**config.mk**
```make
export PLATFORM = sky130hd
export DESIGN_NAME = jtag_scan_controller
export DESIGN_NICKNAME = d
export VERILOG_FILES = /design/src/rtl/jtag_pkg.sv /design/src/rtl/jtag_shift_reg.sv /design/src/rtl/jtag_scan_controller.sv
export SDC_FILE = /design/constraint.sdc
export NUM_CORES = 1
export LEC_CHECK = 0
export CORE_MARGIN = 2
export CORE_UTILIZATION = 56
export CTS_CLUSTER_DIAMETER = 120
export DETAILED_ROUTE_END_ITERATION = 10
export DONT_BUFFER_PORTS = 1
export PLACE_DENSITY = 0.77
export SYNTH_ARGS = -nofsm -noshare
export SYNTH_HDL_FRONTEND = slang
export SYNTH_SLANG_ARGS = --single-unit
```
**constraint.sdc**
```tcl
create_clock -name tck -period 1.75 [get_ports tck]
set_input_delay 0.35 -clock tck [delete_from_list [all_inputs] [get_ports tck]]
set_output_delay 0.35 -clock tck [all_outputs]
set_load 0.005 [all_outputs]
```
**src/rtl/jtag_pkg.sv**
```systemverilog
// Shared TAP state encodings, opcodes and IR capture pattern
// for the JTAG scan controller.
package jtag_pkg;

    localparam logic [4:0] TestLogicReset = 5'h00;
    localparam logic [4:0] RunTestOrIdle  = 5'h01;
    localparam logic [4:0] SelectDrScan   = 5'h02;
    localparam logic [4:0] SelectIrScan   = 5'h03;
    localparam logic [4:0] CaptureDr      = 5'h04;
    localparam logic [4:0] CaptureIr      = 5'h05;
    localparam logic [4:0] ShiftDr        = 5'h06;
    localparam logic [4:0] ShiftIr        = 5'h07;
    localparam logic [4:0] Exit1Dr        = 5'h08;
    localparam logic [4:0] Exit1Ir        = 5'h09;
    localparam logic [4:0] PauseDr        = 5'h10;
    localparam logic [4:0] PauseIr        = 5'h11;
    localparam logic [4:0] Exit2Dr        = 5'h12;
    localparam logic [4:0] Exit2Ir        = 5'h13;
    localparam logic [4:0] UpdateDr       = 5'h14;
    localparam logic [4:0] UpdateIr       = 5'h15;

    localparam logic [3:0] OP_IDCODE = 4'h1;
    localparam logic [3:0] OP_USERDR = 4'h8;
    localparam logic [3:0] OP_BYPASS = 4'hF;

    // Low bits loaded into the IR at CaptureIr
    localparam logic [1:0] IR_CAPTURE = 2'b01;

endpackage

```
**src/rtl/jtag_shift_reg.sv**
```systemverilog
// Capture/shift/hold register, LSB-first shifting toward o_lsb.
// Capture has priority over shift; otherwise the contents hold.
module jtag_shift_reg #(
    parameter int W = 8
) (
    input  logic         tck,
    input  logic         trst_n,
    input  logic         i_capture,
    input  logic         i_shift,
    input  logic         i_tdi,
    input  logic [W-1:0] i_cap_val,
    output logic [W-1:0] o_q,
    output logic         o_lsb
);

    logic [W-1:0] r_q;

    // Load, shift toward bit 0, or hold
    always_ff @(posedge tck or negedge trst_n) begin
        if (!trst_n) begin
            r_q <= '0;
        end else if (i_capture) begin
            r_q <= i_cap_val;
        end else if (i_shift) begin
            r_q <= {i_tdi, r_q[W-1:1]};
        end
    end

    assign o_q   = r_q;
    assign o_lsb = r_q[0];

endmodule

```
**src/rtl/jtag_scan_controller.sv**
```systemverilog
// IR/DR scan controller following the TAP state; IDCODE, BYPASS
// and, with JTAG_USERDR_EN defined, a USER data register chain.
module jtag_scan_controller
    import jtag_pkg::*;
#(
    parameter int          IR_W   = 4,
    parameter logic [31:0] IDCODE = 32'h0000_FAF0,
    parameter int          USER_W = 8
) (
    input  logic              tck,
    input  logic              trst_n,
    input  logic              tdi,
    input  logic [4:0]        tap_state,
    output logic              tdo,
    output logic              tdo_en,
    output logic [IR_W-1:0]   ir_value,
    input  logic [USER_W-1:0] user_dr_in,
    output logic [USER_W-1:0] user_dr_out,
    output logic              user_dr_upd
);

    localparam logic [IR_W-1:0] IR_RST = IR_W'(OP_IDCODE);
    localparam logic [IR_W-1:0] IR_CAP = {{(IR_W-2){1'b0}}, IR_CAPTURE};

    logic w_tlr;
    logic w_cap_ir;
    logic w_shift_ir;
    logic w_upd_ir;
    logic w_cap_dr;
    logic w_shift_dr;
    logic w_upd_dr;

    logic            w_sel_id;
    logic            w_sel_user;
    logic            w_sel_byp;
    logic [IR_W-1:0] w_ir_q;
    logic            w_ir_lsb;
    logic [31:0]     w_id_q;
    logic            w_id_lsb;
    logic            w_user_lsb;
    logic            w_dr_lsb;

    logic [IR_W-1:0] r_ir_value;
    logic            r_bypass;
    logic            r_tdo;
    logic            r_tdo_en;

    // Decode the TAP state into per-action strobes; unknown codes hold
    always_comb begin
        w_tlr      = 1'b0;
        w_cap_ir   = 1'b0;
        w_shift_ir = 1'b0;
        w_upd_ir   = 1'b0;
        w_cap_dr   = 1'b0;
        w_shift_dr = 1'b0;
        w_upd_dr   = 1'b0;
        case (tap_state)
            TestLogicReset: w_tlr      = 1'b1;
            CaptureIr:      w_cap_ir   = 1'b1;
            ShiftIr:        w_shift_ir = 1'b1;
            UpdateIr:       w_upd_ir   = 1'b1;
            CaptureDr:      w_cap_dr   = 1'b1;
            ShiftDr:        w_shift_dr = 1'b1;
            UpdateDr:       w_upd_dr   = 1'b1;
            default:        ;
        endcase
    end

    assign w_sel_id = (r_ir_value == IR_W'(OP_IDCODE));
`ifdef JTAG_USERDR_EN
    assign w_sel_user = (r_ir_value == IR_W'(OP_USERDR));
`else
    assign w_sel_user = 1'b0;
`endif
    assign w_sel_byp = !w_sel_id && !w_sel_user;

    jtag_shift_reg #(.W(IR_W)) u_ir (
        .tck       (tck),
        .trst_n    (trst_n),
        .i_capture (w_cap_ir || w_tlr),
        .i_shift   (w_shift_ir),
        .i_tdi     (tdi),
        .i_cap_val (w_tlr ? '0 : IR_CAP),
        .o_q       (w_ir_q),
        .o_lsb     (w_ir_lsb)
    );

    jtag_shift_reg #(.W(32)) u_idcode (
        .tck       (tck),
        .trst_n    (trst_n),
        .i_capture (w_cap_dr && w_sel_id),
        .i_shift   (w_shift_dr && w_sel_id),
        .i_tdi     (tdi),
        .i_cap_val (IDCODE),
        .o_q       (w_id_q),
        .o_lsb     (w_id_lsb)
    );

`ifdef JTAG_USERDR_EN
    logic [USER_W-1:0] w_user_q;
    logic [USER_W-1:0] r_user_out;
    logic              r_user_upd;
    logic              w_unused_id;

    assign w_unused_id = ^w_id_q;

    jtag_shift_reg #(.W(USER_W)) u_user (
        .tck       (tck),
        .trst_n    (trst_n),
        .i_capture (w_cap_dr && w_sel_user),
        .i_shift   (w_shift_dr && w_sel_user),
        .i_tdi     (tdi),
        .i_cap_val (user_dr_in),
        .o_q       (w_user_q),
        .o_lsb     (w_user_lsb)
    );

    // Publish the USER chain on UpdateDr with a one-cycle strobe
    always_ff @(posedge tck or negedge trst_n) begin
        if (!trst_n) begin
            r_user_out <= '0;
            r_user_upd <= 1'b0;
        end else begin
            r_user_upd <= w_upd_dr && w_sel_user;
            if (w_upd_dr && w_sel_user) begin
                r_user_out <= w_user_q;
            end
        end
    end

    assign user_dr_out = r_user_out;
    assign user_dr_upd = r_user_upd;
`else
    logic w_unused_in;

    assign w_unused_in = ^{user_dr_in, w_id_q};
    assign w_user_lsb  = 1'b0;
    assign user_dr_out = '0;
    assign user_dr_upd = 1'b0;
`endif

    assign w_dr_lsb = w_sel_id   ? w_id_lsb   :
                      w_sel_user ? w_user_lsb : r_bypass;

    // One-bit bypass chain: cleared on capture, follows tdi on shift
    always_ff @(posedge tck or negedge trst_n) begin
        if (!trst_n) begin
            r_bypass <= 1'b0;
        end else if (w_cap_dr && w_sel_byp) begin
            r_bypass <= 1'b0;
        end else if (w_shift_dr && w_sel_byp) begin
            r_bypass <= tdi;
        end
    end

    // Active instruction: only TLR and UpdateIr may change it
    always_ff @(posedge tck or negedge trst_n) begin
        if (!trst_n) begin
            r_ir_value <= IR_RST;
        end else if (w_tlr) begin
            r_ir_value <= IR_RST;
        end else if (w_upd_ir) begin
            r_ir_value <= w_ir_q;
        end
    end

    // Registered tdo; holds its last bit outside shift states
    always_ff @(posedge tck or negedge trst_n) begin
        if (!trst_n) begin
            r_tdo    <= 1'b0;
            r_tdo_en <= 1'b0;
        end else begin
            r_tdo_en <= w_shift_ir || w_shift_dr;
            if (w_shift_ir) begin
                r_tdo <= w_ir_lsb;
            end else if (w_shift_dr) begin
                r_tdo <= w_dr_lsb;
            end
        end
    end

    assign tdo      = r_tdo;
    assign tdo_en   = r_tdo_en;
    assign ir_value = r_ir_value;

endmodule
```
==> key figures <==
Status
  • Outcome: complete, but fails checks
  • Violations in the final reports: negative setup slack

CTS
  • Clock transition at the registers of the reported paths: 0.08 ns
  • CTS Sinks: 43
  • Num CTS Buffers: 5
  • CTS tree: done
  • Clock root buffer master: clkbuf_8
  • CTS H-Tree Depth: 2
  • Worst-case clock buffer depth: 2
  • Worst-Skew Late Latency: around 0.29 ns

Setup path
  • Crit path max fanout: 15
  • R2R depth: 5
  • Worst path max stage delay: 0.54 ns
  • Worst Path Buf+Inv: 2
  • CP Capture Type: flip-flop
  • Worst R2R End: u_idcode.o_q[26]
  • Worst r2r src: ir_value[0]
  • Kind of cell adding the most delay to the critical path: simple AND/OR/NAND/NOR gates
  • FF-to-FF setup slack: -0.08 ns
  • Worst EP required: a little under 2 ns
  • CP arrival: 2.03 ns
  • Cell repeated most along the worst path: buf_12
  • Crit-path slowest cell: dfstp_2
  • Cells along the critical path: nor4b_4, or4b_4, buf_12, buf_12, mux2i_1
  • CP Launch Type: flip-flop
  • Setup CP Type: flip-flop to flip-flop

Synthesis
  • Post-synth top flop: dfrtp_1
  • Most common cell in the synthesized netlist: dfrtp_1
  • Register area share after synthesis: roughly half
  • EDFF count, synth: 0
  • Syn. warnings: 0
  • Synthesized instance count: between 150 and 200
  • Share of the synthesized area in the top cell type: 49.9%
  • Number of distinct library cells after synthesis: 33
  • Mapped Area: between 2000 and 2500 µm²
  • Commonest cells post-synth: dfrtp_1 (42), nand2_1 (30), mux2i_1 (25), inv_1 (24), nand2b_1 (10)
  • Flop and latch count out of synthesis: between 40 and 50
  • Post-synth ARST share: 100%
  • Ranking of synthesized cells by area: dfrtp_1 (50%), mux2i_1 (12%), mux2_4 (5.7%)
  • Syn avg cell area: 10.7 µm²
  • Synth area leader: dfrtp_1

GRT
  • Vias in the first global route: between 1000 and 1500
  • Initial antenna violation count: 0
  • Gr ovfl total: 0
  • Largest net degree at the start of global routing: between 40 and 50
  • Total GRT Usage: approximately a fifth
  • Global-route wire length before repair: about 6.2 mm

Routing
  • DRT antenna net count: 0
  • DR pass1 iterations: 4
  • DR WL/cell: between 10 and 15 µm
  • Routed wire length: between 3 and 4 mm
  • Post-DR vias/cell: between 5 and 6
  • Remaining routing DRC violations: 0
  • Initial DRC count: 50
  • Routed via count: between 1000 and 1500

Layout
  • Layout cells sized above 1: between 10% and 20%
  • ANT cells: 0
  • Fill cells: about 280
  • Net count, final: 220
  • P&R area growth vs syn: 10.9%
  • Final Core Density: 64.2%

Die
  • Row cnt: 22
  • IO Count: 31
  • Core footprint: 3630 µm²
  • Initial core utilization: slightly below 60%
  • Die width: roughly 65 µm
  • Die Footprint: between 4000 and 5000 µm²
  • Die height: between 60 and 70 µm

Timing
  • Slew Limit Fails: 0
  • Max transition margin: 62.3%
  • Clock skew: around 0.0092 ns
  • Final min period: between 1.5 and 2 ns
  • Worst Tran Pin Value: roughly 0.57 ns
  • TNS Setup: -1.58 ns
  • Final worst slack: -0.0769 ns
  • Final setup vio count: 30
  • Fmax: between 500 and 600 MHz
  • Final Hold Viols: 0
  • Post-route clock period utilization: 104%
  • RSZ-0062 raised after global routing: true

Min path
  • Hold Crit Class: input port to flip-flop
  • Worst Hold End: u_ir.o_q[0]
  • Hold Crit Start: tap_state[2]
  • Worst hold path depth: 1

Placement
  • Dpl hpwl: between 2 and 2.5 mm
  • Routability cong.: between 0.8 and 0.9
  • Input/output buffers: 0

Pwr
  • PD cells: approximately 1400 nW/µm²
  • Worst VDD drop: between 0.0009 and 0.001 V
  • Leakage: ~1.3 nW

Flow run
  • Max Cap Violations: 0
power breakdown:
group          leakage, nW  switching [mW]  internal [mW]
clock network       0.0612           0.320          0.462
registers            0.503           0.263           1.44
logic                0.753           0.371          0.505
total                 1.32           0.954           2.41
placed cells by master, fill, tap and decap left out, types with 5 or more instances in the layout:
cell	netlist	final
inv_1	24	24
nand2_1	30	30
nand2b_1	10	10
conb_1	1	9
buf_4	9	9
mux2_4	8	8
o21ai_0	5	5
mux2i_1	25	25
clkbuf_8	0	6
dfrtp_1	42	42
area by class of cell:
type	instances	area (µm²)	area share, %
clock inverter	2	35.0	1.50
timing repair buffer	13	138	5.90
inverter	24	90.1	3.86
clock buffer	6	82.6	3.54
multi-input combinational	117	851	36.5
sequential	43	1080	46.2
tap	48	60.1	2.57
metrics by stage:
step	std cells	power (mW)	hold WS (ns)	instance area, µm²	setup slack (ns)
finish	253	3.36	0.145	2330	-0.0769
global route	253	3.64	0.143	2330	-0.148
CTS	253	3.40	0.139	2330	-0.0929
detailed placement	243	2.58	0.0562	2170	-0.111
global placement	243	2.48	0.0557	2170	-0.0944
floorplan	204	2.35	0.0544	2130	-0.158
sequential cells by signal (all words and copies together), names as in the netlist:
signal / cells
ir_value: 4
tdo_en: 1
tdo: 1
u_idcode.o_q: 32
r_bypass: 1
u_ir.o_q: 4
worst reg2reg max path, delay by kind of cell (launching register included):
family | cells | cell delay [ns]
multiplexers | 1 | 0.17
buffers and inverters | 2 | 0.34
AND/OR/NAND/NOR | 2 | 0.71
flip-flops | 1 | 0.54
layer usage:
layer  GRT usage, %  vias up  part of all wire (%)
li1               -      633                     -
met1           23.6      651                    45
met2           32.0       23                    49
met3           6.34        9                   3.4
met4           5.47        0                   2.2
met5              0        -                     0
how the worst max path moves through the flow:
stage / endpoint / slack, ns / cells past startpoint / startpoint
3_3_place_gp: u_idcode.o_q[6] / -0.09 / 4 / ir_value[0]
6_report: u_idcode.o_q[26] / -0.08 / 5 / ir_value[0]
5_1_grt: u_idcode.o_q[26] / -0.15 / 5 / ir_value[0]
2_1_floorplan: u_idcode.o_q[12] / -0.16 / 5 / ir_value[0]
4_1_cts: u_idcode.o_q[26] / -0.09 / 5 / ir_value[0]
3_5_place_dp: u_idcode.o_q[18] / -0.11 / 5 / ir_value[0]
cell families (layout without fill, tap and decap cells):
logic type | count (synthesis) | count (layout) | share of synthesized area [%]
other | 1 | 9 | 0.178
and+or+nand+nor | 57 | 57 | 14.6
DFF | 43 | 43 | 51.2
muxes | 35 | 35 | 18.7
buffers and inverters | 44 | 45 | 9.99
AOI/OAI and AO/OA | 16 | 16 | 5.35
timing repair:
item	CTS	global route
setup buffers	0	0
endpoints found under the setup margin	30	30
hold buffers	2	0
endpoints found under the hold margin	43	0
gates resized for setup	4	0
No activity file was read; power rests on OpenSTA's default activity.
